### config.mk
export PLATFORM = sky130hd
export DESIGN_NAME = lcd_arbiter
export DESIGN_NICKNAME = d
export VERILOG_FILES = /design/src/rtl/lcd_arb_pkg.sv /design/src/rtl/lcd_rr_arbiter.sv /design/src/rtl/lcd_arbiter.sv
export SDC_FILE = /design/constraint.sdc
export NUM_CORES = 1
export LEC_CHECK = 0
export CAP_MARGIN = 10
export CORE_AREA = 2 2 261 263
export DETAILED_ROUTE_END_ITERATION = 12
export DIE_AREA = 0 0 263 265
export PLACE_DENSITY_LB_ADDON = 0.1
export SLEW_MARGIN = 20
export SYNTH_ARGS = -nofsm -noshare
export SYNTH_HDL_FRONTEND = slang
export SYNTH_SLANG_ARGS = --single-unit
### constraint.sdc
create_clock -name CLK -period 4.6 [get_ports CLK]
set_clock_uncertainty 0.2 [all_clocks]
set_input_delay 0.92 -clock CLK [delete_from_list [all_inputs] [get_ports CLK]]
set_output_delay 0.92 -clock CLK [all_outputs]
set_load 0.05 [all_outputs]
### src/rtl/lcd_arb_pkg.sv
// Shared Op encodings and FSM state type for the LCD command arbiter.
package lcd_arb_pkg;

    localparam logic [1:0] OP_WRITE = 2'b00;
    localparam logic [1:0] OP_CLEAR = 2'b01;
    localparam logic [1:0] OP_ROW   = 2'b10;
    localparam logic [1:0] OP_RSVD  = 2'b11;

    typedef enum logic [1:0] {
        ST_IDLE,
        ST_ISSUE,
        ST_RELEASE,
        ST_ACK
    } state_t;

endpackage

### src/rtl/lcd_rr_arbiter.sv
// Combinational round-robin pick: first requester after ptr (wrapping) wins.
// Returns the winner both one-hot and as an index; all-zero when nobody requests.
module lcd_rr_arbiter #(
    parameter int N  = 3,
    parameter int PW = 2
) (
    input  logic [N-1:0]  req,
    input  logic [PW-1:0] ptr,
    output logic [N-1:0]  gnt,
    output logic [PW-1:0] gnt_idx
);

    int   idx;
    logic found;

    always_comb begin
        gnt     = '0;
        gnt_idx = '0;
        found   = 1'b0;
        idx     = 0;
        for (int k = 1; k <= N; k++) begin
            idx = (int'(ptr) + k) % N;
            if (!found && req[idx]) begin
                found    = 1'b1;
                gnt[idx] = 1'b1;
                gnt_idx  = PW'(idx);
            end
        end
    end

endmodule

### src/rtl/lcd_arbiter.sv
// Round-robin arbiter sharing one LCD controller among N_REQ requesters; Ack >= 3 cycles after grant plus LCD busy time.
// Grants only while Done is high; optional watchdog under LCD_ARB_TIMEOUT_EN.
module lcd_arbiter
    import lcd_arb_pkg::*;
#(
    parameter int N_REQ   = 3,
    parameter int CHARS   = 20,
    parameter int TMO_CYC = 1000000
) (
    input  logic                     CLK,
    input  logic                     Reset,
    input  logic [N_REQ-1:0]         Req,
    input  logic [2*N_REQ-1:0]       Op,
    input  logic [8*CHARS*N_REQ-1:0] Dato,
    output logic [N_REQ-1:0]         Ack,
    output logic [N_REQ-1:0]         Grant,
    output logic                     Limpiar,
    output logic                     Escribir,
    output logic                     Cambio_Fila,
    output logic [8*CHARS-1:0]       Dato_LCD,
    input  logic                     Done,
    output logic                     Error
);

    localparam int DW = 8 * CHARS;
    localparam int PW = $clog2(N_REQ);

    if (N_REQ < 2 || N_REQ > 8 || TMO_CYC < 1) begin : g_bad_cfg
        $error("lcd_arbiter: parameter out of range");
    end

    state_t          state, state_nx;
    logic [PW-1:0]   ptr, win_idx;
    logic [1:0]      op_q;
    logic [N_REQ-1:0] arb_gnt;
    logic [PW-1:0]   arb_idx;
    logic [1:0]      op_sel;
    logic [DW-1:0]   dato_sel;
    logic            take;
    logic            err_set;

    lcd_rr_arbiter #(.N(N_REQ), .PW(PW)) u_rr (
        .req     (Req),
        .ptr     (ptr),
        .gnt     (arb_gnt),
        .gnt_idx (arb_idx)
    );

    assign op_sel   = Op[2*arb_idx +: 2];
    assign dato_sel = Dato[DW*arb_idx +: DW];

`ifdef LCD_ARB_TIMEOUT_EN
    logic [31:0] tmo_cnt;
    logic        busy;
    logic        tmo_hit;

    assign busy    = (state == ST_ISSUE) || (state == ST_RELEASE);
    assign tmo_hit = busy && (tmo_cnt == 32'(TMO_CYC - 1));

    always_ff @(posedge CLK or negedge Reset) begin
        if (!Reset)    tmo_cnt <= '0;
        else if (busy) tmo_cnt <= tmo_cnt + 32'd1;
        else           tmo_cnt <= '0;
    end
`endif

    always_comb begin
        state_nx    = state;
        take        = 1'b0;
        err_set     = 1'b0;
        Ack         = '0;
        Escribir    = 1'b0;
        Limpiar     = 1'b0;
        Cambio_Fila = 1'b0;
        case (state)
            ST_IDLE: begin
                if ((|Req) && Done) begin
                    take = 1'b1;
                    // Reserved op never reaches the LCD: straight to the Ack cycle.
                    if (op_sel == OP_RSVD) begin
                        err_set  = 1'b1;
                        state_nx = ST_ACK;
                    end else begin
                        state_nx = ST_ISSUE;
                    end
                end
            end
            ST_ISSUE: begin
                case (op_q)
                    OP_WRITE: Escribir    = 1'b1;
                    OP_CLEAR: Limpiar     = 1'b1;
                    OP_ROW:   Cambio_Fila = 1'b1;
                    default:  ;
                endcase
                if (!Done) state_nx = ST_RELEASE;
            end
            ST_RELEASE: begin
                if (Done) state_nx = ST_ACK;
            end
            ST_ACK: begin
                Ack      = Grant;
                state_nx = ST_IDLE;
            end
            default: state_nx = ST_IDLE;
        endcase
`ifdef LCD_ARB_TIMEOUT_EN
        if (tmo_hit) begin
            Escribir    = 1'b0;
            Limpiar     = 1'b0;
            Cambio_Fila = 1'b0;
            err_set     = 1'b1;
            state_nx    = ST_ACK;
        end
`endif
    end

    always_ff @(posedge CLK or negedge Reset) begin
        if (!Reset) begin
            state    <= ST_IDLE;
            ptr      <= PW'(N_REQ - 1);
            win_idx  <= '0;
            op_q     <= OP_WRITE;
            Grant    <= '0;
            Dato_LCD <= '0;
            Error    <= 1'b0;
        end else begin
            state <= state_nx;
            if (err_set) Error <= 1'b1;
            if (take) begin
                Grant    <= arb_gnt;
                win_idx  <= arb_idx;
                op_q     <= op_sel;
                Dato_LCD <= dato_sel;
            end
            if (state == ST_ACK) begin
                Grant <= '0;
                ptr   <= win_idx;
            end
        end
    end

endmodule

### After elaboration in Yosys (flattened, before gate mapping)

Cells that the tools add are included.
W data, S select, Z words.

| word-level totals | value |
|---|---|
| register bits after elaboration | 172 |
| output and inout port bits | 170 |
| word-level logic and storage cells | 88 |

| operators by class | value |
|---|---|
| add/subtract/negate cells | 3 |
| multipliers | 1 |
| div/mod/pow operators | 3 |
| $lt $le $gt $ge | 6 |
| eq/ne operators | 9 |
| shift operators | 2 |
| mux-type cells | 42 |
| bitwise logic cells | 2 |
| reduce and logical (&&, ||, !) cells | 13 |

Operators by type and width:

| kind | count |
|---|---|
| $shiftx A480 B11 Y160 | 1 |
| $ge A32 B1 Y1 const B | 3 |
| $lt A32 B4 Y1 const B | 3 |
| $mod A32 B3 Y32 const B | 3 |
| $mux W1 | 22 |
| $mux W3 | 6 |
| $mux W2 | 7 |
| $eq A2 B2 Y1 const B | 4 |
| $pmux W2 S4 | 1 |
| $add A2 B2 Y3 const B | 2 |
| $bmux W1 S2 | 3 |
| $demux W1 S2 | 3 |
| $logic_and A1 B1 Y1 | 6 |
| $ne A2 B2 Y1 const B | 3 |
| $or A3 B3 Y3 | 2 |
| $shiftx A6 B4 Y2 | 1 |
| $mul A3 B2 Y5 const A | 1 |
| $eq A2 B1 Y1 const B | 2 |
| $logic_not A2 Y1 | 2 |
| $add A2 B1 Y3 const B | 1 |
| $reduce_and A3 Y1 | 1 |
| $reduce_or A3 Y1 | 1 |
| $logic_not A1 Y1 | 2 |
| $reduce_bool A2 Y1 | 1 |

### Depth between registers and ports, before layout

| depth | value |
|---|---|
| depth in word-level cells | 17 |
| depth in mapped cells | 13 |
| depth with buffers taken out | 9 |

### Modules after synthesis

Synthesis repeated with hierarchy kept, for this count alone.

| second synthesis, totals | value |
|---|---|
| cell total of the unflattened synthesis | 1142 |
| area total of the unflattened synthesis | 9879.5 um^2 |

Modules (own cells, without submodules):

| module | times used | cells each | area an instance (um^2) | sequential area each (um^2) |
|---|---|---|---|---|
| lcd_arbiter | 1 | 1107 | 9620.5 | 4305.4 |
| lcd_rr_arbiter | 1 | 35 | 259.0 | 0.0 |

### Worst setup path before layout

Ideal clock, no wire load.

| timing path | value |
|---|---|
| path kind | register to output |
| start | register state[1] |
| end | output port Escribir |
| arrival time | 1.848 ns |
| slack | 1.632 ns |
| cell stages (with the launch flop) | 4 |
| cells stage by stage | dfrtp_1 inv_1 ha_1 nor3b_1 |

| on the way | value |
|---|---|
| longest elaborated chain between the ends | 2 |

RTL lines:

| item | line | text |
|---|---|---|
| start, declared | lcd_arbiter.sv:32 | `state_t state, state_nx;` |
| start signal, assigned | lcd_arbiter.sv:127 | `state <= state_nx;` |
| $eq A2 B1 Y1 | lcd_arbiter.sv:75 | `case (state)` |
| $mux W1 | lcd_arbiter.sv:75 |  |
| end, declared | lcd_arbiter.sv:18 | `output logic Escribir,` |

Every way passes these cells.

### Final worst setup path

Same ends and word-level chain as after synthesis.

==> results.sh <==
export IMPL_critical_path_top_delay_family="buffers and inverters"
export IMPL_rr_endpoint="Dato_LCD[156]"
export IMPL_fin_nets=2185
export IMPL_cts_made_buffers=17
export IMPL_cp_slowest_stage_delay_ns=0.89
export IMPL_sequentialPowerShare_pct=18.9
export IMPL_leakage_nw=7.36
export IMPL_relSlewSlack_pct=44.1
export IMPL_cts_tree="built"
export IMPL_critPathCapture="Escribir"
export IMPL_synth_top_cell_by_area="dfrtp_1"
export IMPL_wire_per_inst_um=20.9
export IMPL_postSynthCellCount=1079
export IMPL_dieArea_mm2=0.0697
export IMPL_initialDrtViolationCount=481
export IMPL_path_class="flop to primary output"
export IMPL_fin_crit_ns=3.49
export IMPL_ys_seq_area_share_pct=45.6
export IMPL_path_cells="inv_1 > ha_1 > nor3b_1 > clkdlybuf4s50_1"
export IMPL_synth_edf_count=0
export IMPL_power_density_mw_per_mm2=789
export IMPL_clk_pin_slew_ns=0.07
export IMPL_ys_warn_count=0
export IMPL_hold_slack_ns=0.277
export IMPL_cts_sinks=172
export IMPL_tightest_slew_ns=0.839
export IMPL_io_buffers=661
export IMPL_clockBufferDepth=2
export IMPL_drive_gt1_share_pct=4.30
export IMPL_routed_via_density=4.18
export IMPL_via_count=10800
export IMPL_ctsHtreeMaxLevel=4
export IMPL_hold_class="flop to flop"
export IMPL_finalHoldViolCount=0
export IMPL_drv_slew=0
export IMPL_p_switching_mw=7.49
export IMPL_grt_max_degree=133
export IMPL_start_util_pct=14.1
export IMPL_antenna_found_initial=6
export IMPL_placementRows=95
export IMPL_ant_nets=0
export IMPL_dr_pass1_iters=5
export IMPL_r2r_start="ptr[0]"
export IMPL_timing_final_crit_share_pct=75.8
export IMPL_critPathLaunch="state[1]"
export IMPL_ioPinCount=662
export IMPL_fp_dieH_um=265
export IMPL_clockPowerShare_pct=11.6
export IMPL_status="finished clean"
export IMPL_ir_worst_vdd_v=0.000860
export IMPL_root_buffer="clkbuf_16"
export IMPL_max_freq_mhz=287
export IMPL_crit_path_end_kind="primary output"
export IMPL_yosysMostFrequentCell="nand2_1"
export IMPL_synth_cell_types=44
export IMPL_ys_top_cells_by_count="333 x nand2_1, 171 x dfrtp_1, 103 x a21oi_1"
export IMPL_grt_pass1_vias=11400
export IMPL_coreArea_mm2=0.0668
export IMPL_cp_slowest_cell="clkdlybuf4s50_1"
export IMPL_synth_area_leaders="dfrtp_1 45%, nand2_1 13%, a221o_1 10%, a21oi_1 5.5%, a21o_1 5.2%"
export IMPL_drv_cap=0
export IMPL_synthFlopType="dfrtp_1"
export IMPL_setup_tns_ns=0
export IMPL_p_int_mw=6.43
export IMPL_drcViolationCount=0
export IMPL_r2r_slack_ns=1.17
export IMPL_holdBufCountCts=0
export IMPL_grt_ovfl_total=0
export IMPL_yosysTopAreaCellShare_pct=45.3
export IMPL_crit_buf_inv=2
export IMPL_required_ns=3.48
export IMPL_routabilityCongestion=0.809
export IMPL_critPathMaxFanout=6
export IMPL_grtUsageTotal_pct=15.2
export IMPL_clk_latency_ns=0.48
export IMPL_cp_arrival_ns=2.37
export IMPL_rsz0062_at_grt="false"
export IMPL_startpoint_type="flop"
export IMPL_async_flop_share_pct=100
export IMPL_drt_total_wl_mm=53.8
export IMPL_die_x_um=263
export IMPL_ys_seq_elements=172
export IMPL_setup_viol=0
export IMPL_dp_hpwl_mm=39.9
export IMPL_ff2ff_path_depth=10
export IMPL_synth_area_per_cell_um2=8.76
export IMPL_synth_area_mm2=0.00945
export IMPL_area_delta_synth_final_pct=86.8
export IMPL_dp_slack_ns=0.693
export IMPL_layout_setup_ws_ns=1.11
export IMPL_post_cts_setup_buffer_count=0
export IMPL_synthesis_nets=1579
export IMPL_grt_pass1_wl_mm=78.8
export IMPL_swShare_pct=53.8
export IMPL_post_cts_resized=0
export IMPL_combPwrFrac_pct=69.5
export IMPL_crit_cells=4
## metal layers
metal	routed length (µm)	GRT usage, %	vias up
li1	-	-	5101
met3	5030	6.42	33
met4	613	3.40	4
met1	21400	17.5	5175
met5	22	0	-
met2	26800	26.2	449
## per-stage QoR
stage / total power, mW / cell area (µm²) / std cells / utilization (%)
final: 13.9 / 17700 / 2573 / 26.4
after global routing: 14.9 / 17700 / 2572 / 26.4
after CTS: 14.2 / 17600 / 2571 / 26.4
after detailed placement: 12.5 / 17000 / 2539 / 25.5
after global placement: 12.6 / 17000 / 2539 / 25.5
after floorplan: 9.06 / 9450 / 1079 / -
## flip-flops by register name, summed over array words and instances (netlist names)
signal    count
Dato_LCD    160
Error         1
Grant         3
op_q          2
ptr           2
state         2
win_idx       2
## cell type report
class,count,area (µm²)
timing repair buffer,689,7060
sequential,172,4310
fill,7158,49100
clock inverter,12,163
antenna,2,5.00
tap,873,1090
multi-input combinational,798,4560
inverter,7,26.3
clock buffer,20,447
## cells in the final DEF, fill, tap and decap left out, types with 2 or more instances in the layout
| cell type | instances |
|---|---|
| a221o_1 | 97 |
| a21oi_1 | 103 |
| clkbuf_16 | 17 |
| o21ai_0 | 72 |
| ha_1 | 8 |
| clkbuf_8 | 2 |
| nor2b_1 | 5 |
| clkdlybuf4s50_1 | 660 |
| dfrtp_1 | 171 |
| a21o_1 | 66 |
| clkbuf_1 | 2 |
| clkinv_4 | 4 |
| and2_1 | 3 |
| nand2b_1 | 3 |
| bufinv_16 | 3 |
| nor3_1 | 2 |
| nor2_1 | 6 |
| clkinv_2 | 2 |
| mux2i_1 | 6 |
| o211ai_1 | 2 |
| nand3b_1 | 2 |
| nand2_4 | 2 |
| inv_1 | 7 |
| nand2_1 | 332 |
| o21ai_1 | 2 |
| diode_2 | 2 |
| a31oi_1 | 65 |
| buf_12 | 18 |
| buf_4 | 10 |
## power groups by stage
stage          clock network (mW)  registers, mW  logic [mW]
2_1_floorplan                   0           4.85        4.21
3_3_place_gp                    0           2.64        9.94
3_5_place_dp                    0           2.64        9.88
4_1_cts                      1.70           2.63        9.91
5_1_grt                      1.74           2.72        10.5
6_report                     1.61           2.63        9.68
## worst min-delay path by stage
stage                   from             to  depth (start not counted)
3_3_place_gp   Dato_LCD[148]  Dato_LCD[148]                          1
5_1_grt        Dato_LCD[133]  Dato_LCD[133]                          1
4_1_cts        Dato_LCD[152]  Dato_LCD[152]                          1
6_report       Dato_LCD[152]  Dato_LCD[152]                          1
3_5_place_dp     Dato_LCD[5]    Dato_LCD[5]                          1
2_1_floorplan     win_idx[1]     win_idx[1]                          1
## cell families after synthesis
logic type               count (synthesis)  share of synthesized area, %
multiplexers                             7                         0.755
AND/OR/NAND/NOR                        362                          15.2
flip-flops                             172                          45.6
buffers and inverters                  109                          6.46
AO/OA/AOI/OAI                          421                          31.0
adder cells (fa/ha/maj)                  8                          1.06
Power figures use the tool's default switching activity.
